==> src/rtl/vga_text_console.sv <==
// Character-stream front end for a 40x15 text-mode VGA display: cursor handling,
// CR/LF/BS, auto-wrap, hardware scrolling via a circular top_row, and full-screen clear.
module vga_text_console #(
    parameter int unsigned COLS   = 40,
    parameter int unsigned ROWS   = 15,
    parameter int unsigned ADDR_W = 10,
    parameter logic [7:0]  BLANK  = 8'h20
) (
    input  logic              CLOCK_50,
    input  logic              RESET_N,
    input  logic [7:0]        in_data,
    input  logic              in_valid,
    output logic              in_ready,
    input  logic              clear_req,
    output logic              wr_en,
    output logic [ADDR_W-1:0] wr_addr,
    output logic [7:0]        wr_data,
    output logic [4:0]        top_row,
    output logic [5:0]        cursor_x,
    output logic [4:0]        cursor_y,
    output logic              busy
);

    typedef enum logic [1:0] {StIdle, StPut, StClrRow, StClrAll} state_e;

    localparam logic [5:0]        LastCol  = 6'(COLS - 1);
    localparam logic [4:0]        LastRow  = 5'(ROWS - 1);
    localparam logic [ADDR_W-1:0] LastAddr = ADDR_W'(COLS * ROWS - 1);

    state_e              state_q;
    logic [5:0]          cur_x_q;
    logic [4:0]          cur_y_q;
    logic [4:0]          top_q;
    logic [5:0]          cnt_q;
    logic                clear_pend_q;
    logic                put_adv_q;
    logic                wr_en_q;
    logic [ADDR_W-1:0]   wr_addr_q;
    logic [7:0]          wr_data_q;

    logic [5:0]          row_sum;
    logic [4:0]          phys_row;
    logic [4:0]          top_next;
    logic [ADDR_W-1:0]   cur_addr;
    logic [ADDR_W-1:0]   bs_addr;
    logic [ADDR_W-1:0]   top_base;
    logic                clear_now;
    logic                printable;

    // row*40 as row*32 + row*8
    function automatic logic [ADDR_W-1:0] row_base(input logic [4:0] row);
        return ADDR_W'({row, 5'b0}) + ADDR_W'({row, 3'b0});
    endfunction

    always_comb begin
        row_sum   = 6'(top_q) + 6'(cur_y_q);
        phys_row  = (row_sum >= 6'(ROWS)) ? 5'(row_sum - 6'(ROWS)) : row_sum[4:0];
        top_next  = (top_q == LastRow) ? 5'd0 : top_q + 5'd1;
        cur_addr  = row_base(phys_row) + ADDR_W'(cur_x_q);
        bs_addr   = row_base(phys_row) + ADDR_W'(cur_x_q - 6'd1);
        top_base  = row_base(top_q);
        clear_now = clear_req || clear_pend_q;
        printable = (in_data >= 8'h20) && (in_data <= 8'h7E);
    end

    assign in_ready = (state_q == StIdle) && !clear_now;
    assign busy     = (state_q != StIdle);
    assign wr_en    = wr_en_q;
    assign wr_addr  = wr_addr_q;
    assign wr_data  = wr_data_q;
    assign top_row  = top_q;
    assign cursor_x = cur_x_q;
    assign cursor_y = cur_y_q;

    always_ff @(posedge CLOCK_50 or negedge RESET_N) begin
        if (!RESET_N) begin
            state_q      <= StClrAll;
            cur_x_q      <= '0;
            cur_y_q      <= '0;
            top_q        <= '0;
            cnt_q        <= '0;
            clear_pend_q <= 1'b0;
            put_adv_q    <= 1'b0;
            wr_en_q      <= 1'b0;
            wr_addr_q    <= '0;
            wr_data_q    <= '0;
        end else begin
            if (clear_req && state_q != StIdle) begin
                clear_pend_q <= 1'b1;
            end
            unique case (state_q)
                StIdle: begin
                    if (clear_now) begin
                        state_q      <= StClrAll;
                        top_q        <= '0;
                        cur_x_q      <= '0;
                        cur_y_q      <= '0;
                        clear_pend_q <= 1'b0;
                        wr_en_q      <= 1'b1;
                        wr_addr_q    <= '0;
                        wr_data_q    <= BLANK;
                    end else if (in_valid) begin
                        if (printable) begin
                            state_q   <= StPut;
                            put_adv_q <= 1'b1;
                            wr_en_q   <= 1'b1;
                            wr_addr_q <= cur_addr;
                            wr_data_q <= in_data;
                        end else if (in_data == 8'h08 && cur_x_q != 6'd0) begin
                            state_q   <= StPut;
                            put_adv_q <= 1'b0;
                            cur_x_q   <= cur_x_q - 6'd1;
                            wr_en_q   <= 1'b1;
                            wr_addr_q <= bs_addr;
                            wr_data_q <= BLANK;
                        end else if (in_data == 8'h0D) begin
                            cur_x_q <= '0;
                        end else if (in_data == 8'h0A) begin
                            cur_x_q <= '0;
                            if (cur_y_q != LastRow) begin
                                cur_y_q <= cur_y_q + 5'd1;
                            end else begin
                                top_q     <= top_next;
                                state_q   <= StClrRow;
                                cnt_q     <= '0;
                                wr_en_q   <= 1'b1;
                                wr_addr_q <= top_base;
                                wr_data_q <= BLANK;
                            end
                        end
                    end
                end
                StPut: begin
                    state_q <= StIdle;
                    wr_en_q <= 1'b0;
                    if (put_adv_q) begin
                        if (cur_x_q != LastCol) begin
                            cur_x_q <= cur_x_q + 6'd1;
                        end else begin
                            cur_x_q <= '0;
                            if (cur_y_q != LastRow) begin
                                cur_y_q <= cur_y_q + 5'd1;
                            end else begin
                                // Old top row is recycled as the new bottom row
                                top_q     <= top_next;
                                state_q   <= StClrRow;
                                cnt_q     <= '0;
                                wr_en_q   <= 1'b1;
                                wr_addr_q <= top_base;
                                wr_data_q <= BLANK;
                            end
                        end
                    end
                end
                StClrRow: begin
                    if (cnt_q == LastCol) begin
                        state_q <= StIdle;
                        wr_en_q <= 1'b0;
                    end else begin
                        cnt_q     <= cnt_q + 6'd1;
                        wr_addr_q <= wr_addr_q + ADDR_W'(1);
                    end
                end
                StClrAll: begin
                    // First cycle after reset has no write pending yet
                    if (!wr_en_q) begin
                        wr_en_q   <= 1'b1;
                        wr_addr_q <= '0;
                        wr_data_q <= BLANK;
                    end else if (wr_addr_q == LastAddr) begin
                        state_q <= StIdle;
                        wr_en_q <= 1'b0;
                    end else begin
                        wr_addr_q <= wr_addr_q + ADDR_W'(1);
                    end
                end
                default: state_q <= StIdle;
            endcase
        end
    end

endmodule
==> config.mk <==
export PLATFORM = sky130hd
export DESIGN_NAME = vga_text_console
export DESIGN_NICKNAME = d
export VERILOG_FILES = /design/src/rtl/vga_text_console.sv
export SDC_FILE = /design/constraint.sdc
export NUM_CORES = 1
export LEC_CHECK = 0
export ABC_AREA = 0
export ABC_CLOCK_PERIOD_IN_PS = 7300
export CAP_MARGIN = 15
export CORE_ASPECT_RATIO = 1.2
export CORE_UTILIZATION = 60
export CTS_CLUSTER_SIZE = 40
export DETAILED_ROUTE_END_ITERATION = 10
export PLACE_DENSITY_LB_ADDON = 0.12
export SLEW_MARGIN = 20
export SYNTH_ARGS = -nofsm -noshare
export SYNTH_HDL_FRONTEND = slang
export SYNTH_SLANG_ARGS = --single-unit
==> constraint.sdc <==
create_clock -name CLOCK_50 -period 7.3 [get_ports CLOCK_50]
set_clock_uncertainty 0.15 [all_clocks]
set_input_delay 1.095 -clock CLOCK_50 [delete_from_list [all_inputs] [get_ports CLOCK_50]]
set_output_delay 1.095 -clock CLOCK_50 [all_outputs]
set_load 0.005 [all_outputs]
==> run summary, run 1 <==
status = completed
Final Max Tran Viols = 0
share of cells above drive strength 1 = 0.0525
top cell type by total area after synthesis = dfrtp_1
CP endpoint kind = register
register area share after synthesis = 0.279
cts repair resizes = 0
Tot GR Track Use = 0.309
I/O Buffers = 48
Worst R2R Setup Slack = 2510 ps
Post-Syn Area = 4040 um2
detailed placement HPWL = 7970 um
Root Buffer = clkbuf_8
Post-synth ARST share = 1.00
worst r2r dst = wr_addr[8]$_DFFE_PN0P_
Worst-path clk slew = 100 ps
Avg Cell Area, Syn = 8.25 um2
unrepaired setup endpoints after global routing = no
Vert. Die Dim = 91.9 um
number of remaining DRC errors = 0
area grow syn2layout = 16.6%
Yosys top cell area share = 0.266
Arr. time, crit path = 4900 ps
WS Path Type = reg2reg
Die X = 76.9 um
Post-Route WL = 10800 um
H-tree depth = 2
R2R cell count = 17
Rel. slew slack = 0.422
antenna violations before repair = 0
routability-driven placement congestion ratio = 0.928
largest net degree at the start of global routing = 46
first-pass GRT wire length = 17300 um
pre-CTS setup slack = 2590 ps
Slew @ Worst Pin = 863 ps
CP Max Fanout = 9
Diodes inserted = 0
num rows = 32
io pins = 49
peak supply drop = 197 uV
delay-heaviest family, CP = compound AO/OA/AOI/OAI gates
CTS max path bufs = 2
Hold Crit Class = reg2reg
CTS tree = built
Clk Latency, worst-skew pair = 310 ps
most frequent cell after synthesis = nor2_1
initial core utilization = 0.623
largest cells by area after synthesis = dfrtp_1 27%, ha_1 9.0%, o21ai_0 5.0%
Stages on worst setup path = 17
Synth Warn # = 0
vias post-DR = 4022
CTS Buf Count = 5
WP data required = 7400 ps
max_cap viols = 0
vias per cell = 6.51
Syn Nets = 535
Critical Path Sink = wr_addr[8]$_DFFE_PN0P_
Critical Path Source = top_row[0]$_DFFE_PN0P_
Die ar. = 7070 um2
Final Worst Setup Slack = 2510 ps
top post-synthesis cells by count = 48 x nor2_1, 43 x dfrtp_1, 40 x o21ai_0, 38 x a21oi_1, 38 x nand2_1
cell repeated most along the worst path = ha_1
WP buf/inv = 1
cts hold-fix bufs = 0
vias in the first global route = 3731
Cell Chain, Critical Path = ha_1 > inv_1 > fa_1 > nand4b_1 > a211o_1 > o21bai_4 > a21oi_2 > xor2_1 > ha_1 > a311o_1 > xor2_1 > ha_1 > a21oi_1 > xnor2_1 > nor2_1 > a2111oi_0 > a211o_1
fin crit period = 4790 ps
Main synth FF type = dfrtp_1
TNS Setup = 0 ps
CP max-delay cell = dfrtp_1
ratio of final minimum period to clock period = 0.657
Nets = 577
antenna viol nets, final = 0
worst reg2reg path startpoint = top_row[0]$_DFFE_PN0P_
Routed WL per cell = 17.5 um
total power = 1.43 mW
Final setup viols = 0
Post-synth EDFFs = 0
grt total ovfl = 0
leakage power = 2.03 nW
startpoint types = register
Yosys cell types = 67
flops & latches, synth = 45
final core occ = 0.727
pwr/cell area = 304 nW/um2
final hold vios = 0
CTS Sinks = 45
core area = 6490 um2
hold slack = 342 ps
DR iter-0 viols = 181
DR pass1 iterations = 6
CP max stage delay = 500 ps
cell count after synthesis = 490
# Post-CTS Setup Buffers = 0
f_max = 209 MHz
==> area by class of cell <==
class | instances | area (um2)
clock buffers | 5 | 68.8
clock inverters | 3 | 43.8
fillers | 528 | 1770
inverters | 20 | 75.1
multi-input cells | 407 | 2780
flip-flops and latches | 45 | 1130
well taps | 85 | 106
repair buffers | 53 | 515
==> layout by cell type (no fill, tap or decap), types with 4 or more instances in the layout <==
master / n
o21bai_1: 4
o21ai_0: 40
nor3_1: 13
buf_4: 6
nand3_1: 18
and2_1: 4
nor2b_1: 9
a211o_1: 4
dfrtp_1: 43
a31oi_1: 5
nand2_1: 38
nand2b_1: 4
xor2_1: 15
o22ai_1: 8
inv_1: 18
a22oi_1: 6
and3_1: 10
a22o_1: 8
a21o_1: 10
a21oi_1: 38
ha_1: 29
a311oi_1: 4
nand4b_1: 5
xnor2_1: 15
clkdlybuf4s50_1: 47
a211oi_1: 7
nor3b_1: 5
a221o_1: 4
nor2_1: 48
clkbuf_8: 5
fa_1: 4
==> power by group <==
part	switching, mW	internal, mW
combinational	0.450	0.361
clock	0.0967	0.103
sequential	0.105	0.318
total	0.652	0.781
==> cell families after synthesis <==
logic type / share of synthesized area
fa+ha+maj: 0.110
flops: 0.279
xor+xnor: 0.0746
compound gates: 0.283
simple gates: 0.205
buf+inv: 0.0378
mux: 0.0102
==> flip-flops by register name (all words and copies together), names as in the netlist <==
| register | cells |
|---|---|
| wr_en | 1 |
| cursor_x | 6 |
| wr_data | 8 |
| clear_pend_q | 1 |
| top_row | 5 |
| put_adv_q | 1 |
| state_q | 2 |
| cnt_q | 6 |
| cursor_y | 5 |
| wr_addr | 10 |
==> per-stage QoR <==
| step | cell area [um2] | std cells |
|---|---|---|
| 3_5_place_dp | 4590 | 610 |
| 5_1_grt | 4710 | 618 |
| 4_1_cts | 4700 | 618 |
| 3_3_place_gp | 4590 | 610 |
| 2_1_floorplan | 4040 | 490 |
| 6_report | 4710 | 618 |
==> how the worst min path moves through the flow <==
| stage | from | to | cells after the start |
|---|---|---|---|
| 3_3_place_gp | wr_data[6]$_DFFE_PN0P_ | wr_data[6]$_DFFE_PN0P_ | 1 |
| 4_1_cts | wr_data[6]$_DFFE_PN0P_ | wr_data[6]$_DFFE_PN0P_ | 1 |
| 6_report | cnt_q[5]$_DFFE_PN0P_ | cnt_q[5]$_DFFE_PN0P_ | 1 |
| 5_1_grt | wr_data[6]$_DFFE_PN0P_ | wr_data[6]$_DFFE_PN0P_ | 1 |
| 3_5_place_dp | wr_data[6]$_DFFE_PN0P_ | wr_data[6]$_DFFE_PN0P_ | 1 |
| 2_1_floorplan | cnt_q[5]$_DFFE_PN0P_ | cnt_q[5]$_DFFE_PN0P_ | 1 |
==> routing by layer <==
metal,share of wire,vias to the layer above,track usage
met4,0.041,0,0.167
met2,0.49,151,0.545
met1,0.42,1919,0.364
li1,-,1912,-
met5,0,-,0
met3,0.045,40,0.0358
(Power assumes the default switching activity.)
==> run 2, diff against run 1 <==
--- a/config.mk
+++ b/config.mk
@@ -6,10 +6,10 @@
 export NUM_CORES = 1
 export LEC_CHECK = 0
 export ABC_AREA = 0
-export ABC_CLOCK_PERIOD_IN_PS = 7300
+export ABC_CLOCK_PERIOD_IN_PS = 4500
 export CAP_MARGIN = 15
 export CORE_ASPECT_RATIO = 1.2
-export CORE_UTILIZATION = 60
+export CORE_UTILIZATION = 57
 export CTS_CLUSTER_SIZE = 40
 export DETAILED_ROUTE_END_ITERATION = 10
 export PLACE_DENSITY_LB_ADDON = 0.12
==> constraint.sdc (replaced) <==
create_clock -name CLOCK_50 -period 4.5 [get_ports CLOCK_50]
set_clock_uncertainty 0.15 [all_clocks]
set_input_delay 0.675 -clock CLOCK_50 [delete_from_list [all_inputs] [get_ports CLOCK_50]]
set_output_delay 0.675 -clock CLOCK_50 [all_outputs]
set_load 0.005 [all_outputs]
==> run summary, run 2 (synthesis results as in run 1) <==
WS Path Type = reg2reg (unchanged)
final core occ = 0.713 (was 0.727)
Rel. slew slack = 0.426 (was 0.422)
DR pass1 iterations = 4 (was 6)
I/O Buffers = 48 (unchanged)
CP Max Fanout = 5 (was 9)
Post-Route WL = 11200 um (was 10800 um)
Worst-path clk slew = 90 ps (was 100 ps)
grt total ovfl = 0 (unchanged)
ratio of final minimum period to clock period = 0.973 (was 0.657)
CTS tree = built (unchanged)
leakage power = 2.12 nW (was 2.03 nW)
DR iter-0 viols = 192 (was 181)
delay-heaviest family, CP = compound AO/OA/AOI/OAI gates (unchanged)
Vert. Die Dim = 94.2 um (was 91.9 um)
worst reg2reg path startpoint = cursor_y[0]$_DFFE_PN0P_ (was top_row[0]$_DFFE_PN0P_)
first-pass GRT wire length = 17900 um (was 17300 um)
Slew @ Worst Pin = 857 ps (was 863 ps)
DP Area = 4710 um2 (was 4590 um2)
vias post-DR = 4059 (was 4022)
Routed WL per cell = 17.4 um (was 17.5 um)
io pins = 49 (unchanged)
WP data required = 4520 ps (was 7400 ps)
Die X = 78.9 um (was 76.9 um)
fin area = 4890 um2 (was 4710 um2)
peak supply drop = 277 uV (was 197 uV)
fin crit period = 4380 ps (was 4790 ps)
startpoint types = register (unchanged)
CP max stage delay = 380 ps (was 500 ps)
CP endpoint kind = register (unchanged)
Final setup viols = 0 (unchanged)
routability-driven placement congestion ratio = 0.966 (was 0.928)
largest net degree at the start of global routing = 46 (unchanged)
Clk Latency, worst-skew pair = 300 ps (was 310 ps)
number of remaining DRC errors = 0 (unchanged)
CP max-delay cell = fa_2 (was dfrtp_1)
CTS Buf Count = 5 (unchanged)
max_cap viols = 0 (unchanged)
Nets = 598 (was 577)
Die ar. = 7430 um2 (was 7070 um2)
pwr/cell area = 472 nW/um2 (was 304 nW/um2)
final hold vios = 0 (unchanged)
num rows = 33 (was 32)
core area = 6850 um2 (was 6490 um2)
area grow syn2layout = 20.9% (was 16.6%)
detailed placement HPWL = 8300 um (was 7970 um)
WP buf/inv = 2 (was 1)
status = completed (unchanged)
max reg flops = 10 (unchanged)
Critical Path Source = cursor_y[0]$_DFFE_PN0P_ (was top_row[0]$_DFFE_PN0P_)
Tot GR Track Use = 0.308 (was 0.309)
CTS max path bufs = 2 (unchanged)
vias per cell = 6.33 (was 6.51)
Filler Cell Count = 607 (was 528)
Final Max Tran Viols = 0 (unchanged)
CTS Sinks = 45 (unchanged)
Diodes inserted = 0 (unchanged)
share of cells above drive strength 1 = 0.106 (was 0.0525)
H-tree depth = 2 (unchanged)
Root Buffer = clkbuf_8 (unchanged)
Arr. time, crit path = 4400 ps (was 4900 ps)
initial core utilization = 0.590 (was 0.623)
most frequent cells in the layout = 47 x nor2_1, 47 x clkdlybuf4s50_1, 43 x dfrtp_1 (was 48 x nor2_1, 47 x clkdlybuf4s50_1, 43 x dfrtp_1)
f_max = 228 MHz (was 209 MHz)
antenna viol nets, final = 0 (unchanged)
antenna violations before repair = 0 (unchanged)
vias in the first global route = 3893 (was 3731)
Cell Chain, Critical Path = ha_2 > inv_1 > fa_2 > nand4b_1 > buf_4 > a2111oi_2 > o21ai_1 > and2_1 > xor2_1 > ha_1 > a311o_1 > xor2_2 > ha_1 > a21o_1 > a21oi_1 > xnor3_1 > a21oi_1 > a311oi_1 (was ha_1 > inv_1 > fa_1 > nand4b_1 > a211o_1 > o21bai_4 > a21oi_2 > xor2_1 > ha_1 > a311o_1 > xor2_1 > ha_1 > a21oi_1 > xnor2_1 > nor2_1 > a2111oi_0 > a211o_1)
Hold Crit Class = in2async (was reg2reg)
[run 2: cell types whose count changed in the layout (fill, tap and decap cells not counted), sizes merged]
cell	delta
clkbuf	+2
clkinvlp	+1
clkinv	-1
inv	-1
buf	+21
bufinv	-1
[run 2: per-layer routing]
metal  part of all wire  vias to the layer above  GRT usage
met2               0.52                      136      0.562
met1               0.40                     1953      0.351
met5                  0                        -          0
met3              0.048                       25     0.0495
met4              0.027                        0      0.132
li1                   -                     1945          -
[run 2: power by group]
part / leakage [nW] / internal [mW] / switching [mW]
sequential: 0.588 / 0.515 / 0.162
combinational: 1.48 / 0.622 / 0.742
clock: 0.0445 / 0.125 / 0.140
[run 2: final timing paths]
path,cells after the start,slack [ps],endpoint
max in group asynchronous,1,3570,clear_pend_q$_DFF_PN0_
min reg2reg,1,330,cnt_q[5]$_DFFE_PN0P_
max reg2reg,18,120,wr_addr[9]$_DFFE_PN0P_
min,1,230,wr_data[0]$_DFFE_PN0P_
min in group CLOCK_50,1,330,cnt_q[5]$_DFFE_PN0P_
max,18,120,wr_addr[9]$_DFFE_PN0P_
[run 2: timing repair]
| item | CTS | global route |
|---|---|---|
| setup endpoints to repair | 2 | 3 |
| buffers inserted | 2 | 3 |
| resized for setup | 2 | 13 |
| pin swaps | 1 | 1 |
| endpoints found under the hold margin | 0 | 0 |
| hold buffers | 0 | 0 |
[run 2: per-stage QoR]
stage	worst slack [ps]	TNS (ps)	hold WS, ps	total power, mW	cells
floorplan	123	0	229	1.52	490
global placement	127	0	318	1.97	628
detailed placement	-50.9	-50.9	329	2.00	628
CTS	26.0	0	340	2.28	638
global route	-72.0	-134	271	2.49	641
finish	123	0	229	2.31	641
[run 2: layout make-up]
type | instances | area (um2) | area share
Multi-Input combinational cell | 407 | 2810 | 0.574
Sequential cell | 45 | 1130 | 0.231
Tap cell | 87 | 109 | 0.0223
Inverter | 20 | 75.1 | 0.0154
Clock buffer | 7 | 86.3 | 0.0177
Timing Repair Buffer | 74 | 673 | 0.138
Clock inverter | 1 | 7.51 | 0.00154
